===== src/rtl/wav_header_parse.sv =====
// RIFF/WAVE header walker: validates the fmt chunk, forwards the data chunk as
// little-endian 16-bit samples and publishes rate, channel count and data size.
module wav_header_parse #(
  parameter int unsigned MAX_HDR_BYTES = 4096,
  parameter int unsigned REQ_CHANNELS  = 0
) (
  input  logic        SD_clk,
  input  logic        rst,
  input  logic        start,
  input  logic [7:0]  mydata,
  input  logic        myvalid,
  output logic [15:0] pcm_data,
  output logic        pcm_valid,
  output logic        hdr_done,
  output logic        hdr_err,
  output logic        eof,
  output logic [31:0] sample_rate,
  output logic [15:0] num_channels,
  output logic [31:0] data_bytes
);

  typedef enum logic [2:0] {
    S_IDLE, S_RIFF, S_CHDR, S_FMT, S_SKIP, S_DATA, S_DONE, S_ERR
  } state_t;

  // Four-character codes as they read once packed little-endian.
  localparam logic [31:0] FCC_RIFF  = 32'h4646_4952;
  localparam logic [31:0] FCC_WAVE  = 32'h4556_4157;
  localparam logic [31:0] FCC_FMT   = 32'h2074_6d66;
  localparam logic [31:0] FCC_DATA  = 32'h6174_6164;
  localparam logic [31:0] HDR_LIMIT = 32'(MAX_HDR_BYTES);
  localparam logic [15:0] REQ_CH    = 16'(REQ_CHANNELS);

  state_t      state, state_next;
  logic [55:0] shreg;
  logic [63:0] shreg_next;
  logic [32:0] idx, idx_inc;
  logic [32:0] sect_len;
  logic [31:0] hdr_cnt, hdr_cnt_inc;
  logic        fmt_seen;
  logic [7:0]  low_byte;
  logic [31:0] magic, chunk_id, chunk_size;
  logic [32:0] chunk_len;
  logic [15:0] field16;
  logic        magic_bad, chan_ok, hdr_state, restart_idx;

  always_comb begin
    // NOTE: every combinational signal is defaulted first so no path can infer a latch.
    shreg_next  = {mydata, shreg};
    chunk_id    = shreg_next[31:0];
    chunk_size  = shreg_next[63:32];
    chunk_len   = {1'b0, chunk_size} + {32'd0, chunk_size[0]};
    field16     = shreg_next[63:48];
    idx_inc     = idx + 33'd1;
    hdr_cnt_inc = (hdr_cnt == '1) ? hdr_cnt : hdr_cnt + 32'd1;
    magic       = idx[3] ? FCC_WAVE : FCC_RIFF;
    // Bytes 4-7 of the RIFF header (file size) are not compared.
    magic_bad   = (idx[3] || !idx[2]) && (mydata != magic[{idx[1:0], 3'b000} +: 8]);
    chan_ok     = (REQ_CH != 16'd0) ? (field16 == REQ_CH)
                                    : (field16 == 16'd1 || field16 == 16'd2);
    hdr_state   = state inside {S_RIFF, S_CHDR, S_FMT, S_SKIP};
    state_next  = state;
    restart_idx = 1'b0;
    if (myvalid) begin
      case (state)
        S_RIFF: begin
          if (magic_bad) state_next = S_ERR;
          else if (idx == 33'd11) state_next = S_CHDR;
        end
        S_CHDR: begin
          if (idx == 33'd7) begin
            if (chunk_id == FCC_FMT) begin
              state_next = (chunk_size < 32'd16) ? S_ERR : S_FMT;
            end else if (chunk_id == FCC_DATA) begin
              if (!fmt_seen) state_next = S_ERR;
              else if (chunk_size == 32'd0) state_next = S_DONE;
              else state_next = S_DATA;
            end else if (chunk_len != 33'd0) begin
              state_next = S_SKIP;
            end
          end
        end
        S_FMT: begin
          if ((idx == 33'd1 && field16 != 16'd1) ||
              (idx == 33'd3 && !chan_ok) ||
              (idx == 33'd15 && field16 != 16'd16)) state_next = S_ERR;
          else if (idx_inc == sect_len) state_next = S_CHDR;
        end
        S_SKIP: if (idx_inc == sect_len) state_next = S_CHDR;
        S_DATA: if (idx_inc == {1'b0, data_bytes}) state_next = S_DONE;
        default: ;
      endcase
      // The byte that dispatches into the data chunk is exempt from the header limit.
      if (hdr_state && hdr_cnt_inc >= HDR_LIMIT && !(state_next inside {S_DATA, S_DONE}))
        state_next = S_ERR;
      // A zero-length skip returns to CHDR without a state change, so restart explicitly.
      restart_idx = (state_next != state) || (state == S_CHDR && idx == 33'd7);
    end
  end

  always_ff @(posedge SD_clk) begin
    // NOTE: clocked state uses non-blocking assignments so every register samples pre-edge values.
    if (rst) state <= S_IDLE;
    else if (start) state <= S_RIFF;
    else state <= state_next;
  end

  always_ff @(posedge SD_clk) begin
    if (rst || start) begin
      shreg        <= '0;
      idx          <= '0;
      sect_len     <= '0;
      hdr_cnt      <= '0;
      fmt_seen     <= 1'b0;
      low_byte     <= '0;
      pcm_data     <= '0;
      pcm_valid    <= 1'b0;
      sample_rate  <= '0;
      num_channels <= '0;
      data_bytes   <= '0;
    end else begin
      pcm_valid <= 1'b0;
      if (myvalid && (hdr_state || state == S_DATA)) begin
        shreg <= shreg_next[63:8];
        idx   <= restart_idx ? 33'd0 : idx_inc;
        if (hdr_state) hdr_cnt <= hdr_cnt_inc;
        if (state == S_CHDR && idx == 33'd7) begin
          sect_len <= chunk_len;
          if (state_next inside {S_DATA, S_DONE}) data_bytes <= chunk_size;
        end
        if (state == S_FMT) begin
          if (idx == 33'd3) num_channels <= field16;
          if (idx == 33'd7) sample_rate <= shreg_next[63:32];
          if (state_next == S_CHDR) fmt_seen <= 1'b1;
        end
        if (state == S_DATA) begin
          if (!idx[0]) begin
            low_byte <= mydata;
          end else begin
            pcm_data  <= {mydata, low_byte};
            pcm_valid <= 1'b1;
          end
        end
      end
    end
  end

  assign hdr_done = (state == S_DATA) || (state == S_DONE);
  assign hdr_err  = (state == S_ERR);
  assign eof      = (state == S_DONE);

endmodule

===== config.mk =====
export PLATFORM = sky130hd
export DESIGN_NAME = wav_header_parse
export DESIGN_NICKNAME = d
export VERILOG_FILES = /design/src/rtl/wav_header_parse.sv
export SDC_FILE = /design/constraint.sdc
export NUM_CORES = 1
export LEC_CHECK = 0
export ABC_AREA = 0
export BUFFER_PORTS_ARGS = -buffer_cell sky130_fd_sc_hd__buf_2
export CAP_MARGIN = 20
export CORE_MARGIN = 4
export CORE_UTILIZATION = 30
export CTS_BUF_LIST = sky130_fd_sc_hd__clkbuf_4
export DETAILED_ROUTE_END_ITERATION = 10
export GPL_TIMING_DRIVEN = 1
export SETUP_SLACK_MARGIN = 0.3
export SKIP_LAST_GASP = 1
export SYNTH_ARGS = -nofsm -noshare
export SYNTH_HDL_FRONTEND = slang
export SYNTH_SLANG_ARGS = --single-unit

===== constraint.sdc =====
create_clock -name SD_clk -period 4 [get_ports SD_clk]
set_input_delay 0.2 -clock SD_clk [delete_from_list [all_inputs] [get_ports SD_clk]]
set_output_delay 0.2 -clock SD_clk [all_outputs]
set_load 0.005 [all_outputs]

==> summary.md <==
| Metric | Value |
|---|---|
| CP Data Required Time | 4.68 ns |
| Clock buffer depth | 3 |
| Total power | 5.453 mW |
| Register-to-Register Path Depth | 18 |
| Largest net degree at the start of global routing | 162 |
| CP Launch Type | flop |
| Synth Instances | 1948 |
| Kind of critical path | reg -> reg |
| Cell Count, Final, Fillers Out | 2970 |
| GR Overflow Total | 0 |
| Crit-path cells | nand4_1 -> buf_6 -> or4_4 -> o211ai_1 -> buf_4 -> nand4b_1 -> or4_4 -> nor4_4 -> a21o_1 -> a32oi_2 -> buf_4 -> a2bb2oi_4 -> mux2i_4 -> nor3_4 -> buf_12 -> buf_12 -> buf_8 -> a22o_1 |
| Ys async rst share | 0% |
| Worst Hold Class | in -> reg |
| Buffers on Ports | 111 |
| Routed Antenna Nets | 0 |
| Max Clock Skew | 0.06665 ns |
| CP arrival | 4.92 ns |
| Rel. slew slack | 35.36% |
| Metal-1 WL | 25.42 mm |
| Largest stage delay on the critical path | 0.56 ns |
| Ys flop type | dfxtp_1 |
| Final WL | 58.80 mm |
| Critical-path top delay cell | or4_4 |
| Latest clock arrival within the worst-skew pair | 0.81 ns |
| Root buf cell | clkbuf_4 |
| Final min period | 4.241 ns |
| FF-to-FF Start | idx[7] |
| H-tree depth | 3 |
| Synth warn | 0 |
| Synth area leader | dfxtp_1 |
| Metal3 WL | 5.370 mm |
| Nets | 2276 |
| Number of global-route vias before repair | 15140 |
| Peak Freq | 0.2358 GHz |
| Num ports | 112 |
| Yosys cell types | 86 |
| Final setup viols | 64 |
| Most common cell in the netlist | nand2_1 |
| Setup slack, reg-to-reg | -0.24 ns |
| Met2 wire length | 25.67 mm |
| Lkg Pwr | 7.252 nW |
| Critical path launch point | idx[7] |
| Die area | 52730 um2 |
| Vias | 15910 |
| Setup_tns | -10.00 ns |
| Share of layout cells above drive strength 1 | 28.35% |
| Routability Congestion | 1.027 |
| First drt pass iteration count | 6 |
| Syn_nets | 1965 |
| Wirelength per Cell | 19.80 um |
| Final hold viol count | 0 |
| Crit-path max FO | 8 |
| Area Overhead vs Synth | 32.77% |
| Core Region | 48150 um2 |
| Syn avg cell area | 7.565 um2 |
| Dpl cells | 2786 |
| Num CTS Buffers | 76 |
| Reg-to-reg endpoint | idx[32] |
| Top-area cell type share of the netlist area | 35.59% |
| Die span in y | 229.6 um |
| Yosys reg bits | 262 |
| Final Cycle Share | 106.0% |
| Post-synth top cells | nand2_1 (426), dfxtp_1 (262), a21oi_1 (169) |
| Starting density of the core | 30.61% |
| First-pass GRT wire length | 88.06 mm |
| Worst Slack Setup Final | -0.2406 ns |
| Post-synth EDFFs | 0 |
| P per Cell Area | 278.7 nW/um2 |
| Setup crit end kind | flop |
| FP Rows | 80 |
| Maximum VDD drop | 0.0002430 V |
| Worst slew pin tran | 0.9674 ns |
| DP Worst Slack | -0.4002 ns |
| TritonCTS clock tree | built |
| DRC viols | 0 |
| Seq/Total Area, Yosys | 35.59% |
| Status | complete, but fails checks |
| Synth area leaders | dfxtp_1 (36%), nand2_1 (11%), a21oi_1 (5.7%), xnor2_1 (4.9%), mux2i_1 (3.6%) |
| Initial DRC Count | 1422 |
| Synthesized area | 14740 um2 |
| Fin util | 40.64% |
| Final Max Tran Viols | 0 |
| DR vias/cell | 5.358 |
| GRT Total Usage | 21.26% |
| Timing endpoint of the critical path | idx[32] |
| Failing checks | negative setup slack |
| Hpwl dp | 42.27 mm |
| RSZ-0062 raised after global routing | yes |
| Max-cap violations | 0 |
| DIE WIDTH | 229.6 um |
| Max layer used | met4 |
| Worst-path clk slew | 0.06 ns |
| Initial antenna violation count | 2 |
| CTS sink cnt | 262 |
==> worst max-delay path, delay by kind of cell, from the launching register on <==
family          cells  cell delay [ns]
mux                 1             0.22
buf+inv             6             0.91
simple gates        6             1.71
compound gates      5             0.91
flops               1             0.37
==> registers in the layout (all words and copies together), names as in the netlist, 3 cells and up <==
| signal | cells |
|---|---|
| state | 3 |
| shreg | 56 |
| low_byte | 8 |
| data_bytes | 32 |
| sect_len | 32 |
| idx | 33 |
| sample_rate | 32 |
| num_channels | 16 |
| hdr_cnt | 32 |
| pcm_data | 16 |
==> routing by layer <==
metal	up-vias	global-route usage, %
li1	7503	-
met4	0	8.672
met2	735	32.99
met3	160	6.325
met5	-	0
met1	7514	27.65
==> cells by family after synthesis <==
group / synth area share [%]
fa+ha+maj: 0.4245
buf+inv: 5.417
mux: 3.829
xor+xnor: 9.153
simple gates: 30.30
compound gates: 15.28
flops: 35.59
==> timing repair <==
action / CTS / global route
pin swaps: 38 / 31
endpoints found under the hold margin: 68 / 0
hold buffers: 11 / 0
gates cloned: 5 / 3
setup endpoints to repair: 68 / 68
buffers inserted: 24 / 8
gates resized for setup: 122 / 39
==> how the worst min path moves through the flow <==
stage	from	endpoint	cells after the start
final	rst	state[0]	3
after global routing	rst	state[0]	3
after CTS	rst	state[0]	3
after detailed placement	rst	state[0]	2
after global placement	rst	state[0]	2
after floorplan	rst	state[0]	1
==> placed cells by master, fill, tap and decap left out, drive strengths merged, types with 41 or more instances in the layout <==
master	Yosys	routed
buf	31	386
xor2	53	53
xnor2	83	83
nand4	53	53
nand3	64	64
nor2	125	125
a21oi	169	169
nor3	52	52
nor4	41	41
dfxtp	262	262
clkbuf	136	102
o21ai	48	48
mux2i	53	53
nand2	427	427
==> report_power, final <==
| group | switching, mW | internal, mW | leakage [nW] |
|---|---|---|---|
| clock | 1.24 | 1.23 | 0.533 |
| combinational | 0.236 | 0.128 | 4.60 |
| sequential | 0.00859 | 2.61 | 2.12 |
| total | 1.48 | 3.97 | 7.25 |
==> area by class of cell <==
cell class              instances  area [um2]
diodes                          4       10.01
clock buffers                  99       743.2
clock inverters                30       167.7
fillers                      4914       28580
inverters                      27       101.3
multi-input cells            1492        9378
flip-flops and latches        262        5274
well taps                     656       820.8
repair buffers                400        3072
==> stage by stage <==
| step | hold slack [ns] | area [um2] |
|---|---|---|
| after CTS | 0.1011 | 19200 |
| after global placement | 0.4192 | 17410 |
| after floorplan | 0.2691 | 14970 |
| after global routing | 0.1439 | 19560 |
| after detailed placement | 0.4309 | 17410 |
| final | 0.1751 | 19570 |
Note: power is estimated with default switching activity, not from simulation.
